## src/rtl/nx1_tmode_pkg.sv

```systemverilog
// Shared constants for the X1turbo/turboZ mode-register block: port indices,
// mode-register bit positions, default reset image and port capability helper.
package nx1_tmode_pkg;

  localparam int P1FD0 = 0;
  localparam int P1FE0 = 1;
  localparam int P1FF0 = 2;

  localparam int MAX_PORTS = 8;

  // 1FD0: display timing control
  localparam int FD0_BIT_HIRESO  = 0;
  localparam int FD0_BIT_LINE400 = 1;
  localparam int FD0_BIT_PCG     = 2;
  localparam int FD0_BIT_SCROLL  = 3;

  // 1FE0: palette / blackout control
  localparam int FE0_BIT_BLACK   = 0;
  localparam int FE0_BIT_PALSEL  = 1;

  localparam logic [MAX_PORTS*8-1:0] DEF_RST_VAL = '0;

  // Plain X1turbo only decodes 1FD0/1FE0; 1FF0 and above belong to turboZ.
  function automatic bit port_functional(input int mode, input int p);
    return !(mode == 1 && p >= P1FF0);
  endfunction

endpackage

```

## src/rtl/nx1_tmode_chan.sv

```systemverilog
// One mode-register port: staging register, active register and pending flag,
// with an optional immediate path that skips vblank staging.
module nx1_tmode_chan #(
  parameter int              DW  = 8,
  parameter logic [DW-1:0]   RST = '0,
  parameter bit              IMM = 1'b0
) (
  input  logic          clk_i,
  input  logic          rst_ni,
  input  logic          wr_i,
  input  logic [DW-1:0] d_i,
  input  logic          apply_i,
  output logic [DW-1:0] s_o,
  output logic [DW-1:0] a_o,
  output logic          p_o
);

  logic [DW-1:0] s_q, s_d;
  logic [DW-1:0] a_q, a_d;
  logic          p_q, p_d;

  always_comb begin
    s_d = s_q;
    a_d = a_q;
    p_d = 1'b0;
    if (wr_i) s_d = d_i;
    if (IMM) begin
      if (wr_i) a_d = d_i;
    end else begin
      // Apply uses the pre-edge staging value; a same-cycle write stays pending.
      if (apply_i && p_q) a_d = s_q;
      p_d = wr_i | (p_q & ~apply_i);
    end
  end

  always_ff @(posedge clk_i or negedge rst_ni) begin
    if (!rst_ni) begin
      s_q <= RST;
      a_q <= RST;
      p_q <= 1'b0;
    end else begin
      s_q <= s_d;
      a_q <= a_d;
      p_q <= p_d;
    end
  end

  assign s_o = s_q;
  assign a_o = a_q;
  assign p_o = p_q;

endmodule

```

## src/rtl/nx1_tmode_vsync.sv

```systemverilog
// X1turbo mode registers with vblank-synchronised apply: port decode,
// vblank edge detect, apply pulse and CPU readback mux.
module nx1_tmode_vsync
  import nx1_tmode_pkg::*;
#(
  parameter int                        def_X1TURBO = 1,
  parameter int                        NUM_PORTS   = 3,
  parameter int                        DW          = 8,
  parameter logic [NUM_PORTS*DW-1:0]   RST_VAL     = DEF_RST_VAL[NUM_PORTS*DW-1:0],
  parameter logic [NUM_PORTS-1:0]      IMM_MASK    = '0,
  parameter logic [NUM_PORTS-1:0]      RD_MASK     = '1
) (
  input  logic                      CLK,
  input  logic                      I_RESET_N,
  input  logic [7:0]                I_D,
  input  logic                      I_WR,
  input  logic                      I_RD,
  input  logic [NUM_PORTS-1:0]      I_CS,
  input  logic                      I_VBLANK,
  output logic [7:0]                O_D,
  output logic                      O_DOE,
  output logic [NUM_PORTS*DW-1:0]   O_MODE,
  output logic [NUM_PORTS-1:0]      O_PENDING,
  output logic                      O_APPLY
);

  localparam bit TURBO = (def_X1TURBO != 0);

  logic                    vblank_q, apply_q, apply_d;
  logic                    apply, onehot;
  logic [NUM_PORTS-1:0]    wr, pend, func_mask;
  logic [DW-1:0]           s_arr [NUM_PORTS];
  logic [DW-1:0]           a_arr [NUM_PORTS];
  logic [NUM_PORTS*DW-1:0] mode_w;
  logic [DW-1:0]           rd_sel;

  assign onehot = (|I_CS) && ((I_CS & (I_CS - NUM_PORTS'(1))) == '0);
  assign apply  = I_VBLANK & ~vblank_q;

  genvar gi;
  generate
    for (gi = 0; gi < NUM_PORTS; gi++) begin : g_port
      localparam bit FUNC = port_functional(def_X1TURBO, gi);
      assign func_mask[gi] = FUNC;
      assign wr[gi]        = I_WR & I_CS[gi] & onehot & FUNC;

      nx1_tmode_chan #(
        .DW  (DW),
        .RST (RST_VAL[gi*DW +: DW]),
        .IMM (IMM_MASK[gi])
      ) u_chan (
        .clk_i   (CLK),
        .rst_ni  (I_RESET_N),
        .wr_i    (wr[gi]),
        .d_i     (I_D[DW-1:0]),
        .apply_i (apply),
        .s_o     (s_arr[gi]),
        .a_o     (a_arr[gi]),
        .p_o     (pend[gi])
      );

      assign mode_w[gi*DW +: DW] = a_arr[gi];
    end
  endgenerate

  assign apply_d = apply & (|pend);

  always_ff @(posedge CLK or negedge I_RESET_N) begin
    if (!I_RESET_N) begin
      vblank_q <= 1'b0;
      apply_q  <= 1'b0;
    end else begin
      vblank_q <= I_VBLANK;
      apply_q  <= apply_d;
    end
  end

  // Non-functional ports contribute nothing, so they read back as zero.
  always_comb begin
    rd_sel = '0;
    for (int p = 0; p < NUM_PORTS; p++) begin
      if (I_CS[p] && func_mask[p]) rd_sel = rd_sel | s_arr[p];
    end
  end

  assign O_DOE     = TURBO & I_RD & onehot & (|(I_CS & RD_MASK));
  assign O_D       = O_DOE ? 8'(rd_sel) : 8'h00;
  assign O_MODE    = TURBO ? mode_w : '0;
  assign O_PENDING = TURBO ? pend : '0;
  assign O_APPLY   = TURBO ? apply_q : 1'b0;

endmodule

```

## config.mk

```make
export PLATFORM = sky130hd
export DESIGN_NAME = nx1_tmode_vsync
export DESIGN_NICKNAME = d
export VERILOG_FILES = /design/src/rtl/nx1_tmode_pkg.sv /design/src/rtl/nx1_tmode_chan.sv /design/src/rtl/nx1_tmode_vsync.sv
export SDC_FILE = /design/constraint.sdc
export NUM_CORES = 1
export LEC_CHECK = 0
export ABC_AREA = 1
export BUFFER_PORTS_ARGS = -buffer_cell sky130_fd_sc_hd__buf_2
export CAP_MARGIN = 20
export CORE_UTILIZATION = 52
export CTS_CLUSTER_DIAMETER = 40
export DETAILED_ROUTE_END_ITERATION = 6
export GPL_TIMING_DRIVEN = 0
export PLACE_DENSITY = 0.86
export REMOVE_ABC_BUFFERS = 1
export SYNTH_ARGS = -nofsm -noshare
export SYNTH_HDL_FRONTEND = slang
export SYNTH_SLANG_ARGS = --single-unit
```

## constraint.sdc

```tcl
create_clock -name CLK -period 2.01 [get_ports CLK]
set_clock_uncertainty 0.1 [all_clocks]
set_input_delay 0.402 -clock CLK [delete_from_list [all_inputs] [get_ports CLK]]
set_output_delay 0.402 -clock CLK [all_outputs]
set_load 0.05 [all_outputs]
```

==> impl_metrics.csv <==
group,metric,value,unit
global_route,grt_max_degree,38,
floorplanning,rows,20,
route,post-route-drc-count,0,
critical_path,crit_fanout,11,
route,initialDrtViolationCount,63,
critical_path,start_kind,"primary input",
critical_path,crit_type,"in -> out",
global_route,grt_pass1_vias,1145,
route,detail-route-antenna-nets,0,
floorplanning,core,0.00313,sq mm
worst_hold_path,min_path_type,"in -> async",
timing,report.final.setup_viol,0,
synth,yosysTopAreaCell,"dfrtp_1",
route,first_pass_iters,4,
place,place_area,0.00192,sq mm
route,routedWlPerCell,11.4,um
power_and_ir_drop,power.leakage,1.12,nW
synth,yosys_register_bits,37,
clocking,clkLatencyLatePin,350,ps
route,wl,3.25,mm
job,maxCapViolCount,0,
clocking,clkSinkCount,37,
floorplanning,fp.dieW,60.0,um
synth,synth_area_per_cell,8.76,sq um
clocking,clockBufferDepth,2,
critical_path,crit_required,1510,ps
layout,stdcell_area,0.00198,sq mm
clocking,clkSlewWorstSetupHoldPaths,110,ps
synth,synth_top_area_share,52.9,%
clocking,postCtsSetupBuffers,0,
timing,fin_crit,1940,ps
synth,yosysSeqAreaShare,52.9,%
synth,synthDistinctLibCells,18,
timing,slew_violations,0,
clocking,cts_tree,"done",
floorplanning,initial_utilization,56.0,%
floorplanning,fp.dieH,60.0,um
power_and_ir_drop,powerDensity,1150,mW/mm^2
layout,final_cell_mix,"nand2_1 (56), buf_2 (42), dfrtp_1 (37), inv_1 (28), o21ai_0 (17)",
place,dp_hpwl,2.40,mm
power_and_ir_drop,peakVddDrop,486,uV
layout,drive_gt1_share,28.2,%
synth,yosysWarnings,0,
global_route,grt_usage,20.7,%
layout,layout.nets,256,
timing,setup-tns-final,0,ps
layout,num_antenna_cells,0,
critical_path,critical_path_arrival,1440,ps
clocking,htree_levels,2,
synth,netlist_instances,200,
synth,synthTopCellsByArea,"dfrtp_1 (53%), nand2_1 (12%), inv_1 (6.0%), buf_4 (5.1%), o21ai_0 (4.9%)",
timing,worst_pin_slew,782,ps
layout,fin_cells,285,
timing,worst_slack,72.0,ps
floorplanning,die-area,0.00360,sq mm
status,status,"finished clean",
route,via_per_inst,4.74,
place,gp_congestion,0.820,
place,io_buffer_count,44,
place,dp.cells,277,
global_route,grt_pass1_wl,5.17,mm
global_route,antenna_found_initial,0,
global_route,grt.overflow.total,0,
layout,syn2layout_area_growth,13.1,%
clocking,root_buffer,"clkbuf_4",
critical_path,reg2regPathDepth,4,
timing,timing.final.crit_share,96.4,%
layout,layout_commonest_cell,"nand2_1",
place,dpl_worst_slack,84.6,ps
synth,synth.cell_area,0.00175,sq mm
route,vias,1351,
timing,slew_headroom,47.8,%
timing,max_freq,516,MHz
floorplanning,io_pins,53,
timing,hold_viol_final,0,
timing,rsz0062_at_grt,"false",
clocking,cts_buffers,5,
critical_path,endpoint_kind,"output port",
power breakdown:
group	internal, mW	switching [mW]
combinational	0.197	0.682
clock	0.132	0.245
sequential	0.912	0.111
metal layers:
| layer | GRT usage (%) | routed length [um] | up-vias |
|---|---|---|---|
| met5 | 0 | 0 | - |
| met4 | 16.6 | 106 | 0 |
| met3 | 3.90 | 145 | 10 |
| met2 | 31.1 | 1480 | 54 |
| met1 | 26.1 | 1520 | 602 |
| li1 | - | - | 685 |
kinds of logic (layout without fill, tap and decap cells):
| kind of cell | count (synthesis) | count (layout) | share of synthesized area [%] |
|---|---|---|---|
| AND/OR/NAND/NOR | 79 | 79 | 21.2 |
| flip-flops | 37 | 37 | 52.9 |
| AO/OA/AOI/OAI | 35 | 35 | 11.7 |
| other | 1 | 8 | 0.214 |
| buffers and inverters | 48 | 82 | 14.0 |
flip-flops by register name, summed over array words and instances (netlist names):
signal / count
g_port.u_chan.s_o: 16
g_port.u_chan.a_o: 16
vblank_q: 1
O_APPLY: 1
g_port.u_chan.p_o: 3
critical path, stage by stage:
cell and delay (ps):
buf_2 180, inv_1 160, nand2_1 70, nand2_1 100
nand3_4 120, nor2_1 130, buf_2 270
stage by stage:
stage	total power, mW	util (%)	hold WS [ps]
finish	2.28	63.3	14.9
global placement	1.89	61.4	349
detailed placement	1.92	61.4	357
floorplan	1.69	-	6.41
global route	2.40	63.3	58.0
CTS	2.29	63.2	26.9
cell type report:
class	instances	area, sq um
Timing Repair Buffer	44	225
Clock inverter	3	17.5
Inverter	30	113
Multi-Input combinational cell	122	607
Fill cell	285	1150
Sequential cell	37	926
Clock buffer	5	37.5
Tap cell	44	55.1
cell usage after synthesis:
library cell,count
conb_1,1
o21ai_1,10
nand2_1,56
buf_4,12
buf_6,2
buf_2,4
nand3_1,8
o21ai_0,17
nor2_4,1
nand3_2,1
dfrtp_1,37
nand4_4,2
nand2_2,1
inv_1,28
nand3_4,1
inv_2,2
nor2_1,9
o21ai_2,8
final timing paths:
| path | from | end | slack (ps) |
|---|---|---|---|
| min reg2reg | g_port[0].u_chan.a_o[7] | g_port[0].u_chan.a_o[7] | 380 |
| min | I_RESET_N | g_port[0].u_chan.p_o | 10 |
| min in group CLK | I_VBLANK | vblank_q | 80 |
| max | I_CS[0] | O_D[3] | 70 |
| max reg2reg | vblank_q | g_port[0].u_chan.a_o[6] | 650 |
| max in group asynchronous | I_RESET_N | g_port[1].u_chan.a_o[2] | 1300 |
what timing repair did:
action,4_1_cts,5_1_grt
hold buffers,0,0
resized for setup,0,2
setup endpoints to repair,0,2
No activity file was read; power rests on OpenSTA's default activity.
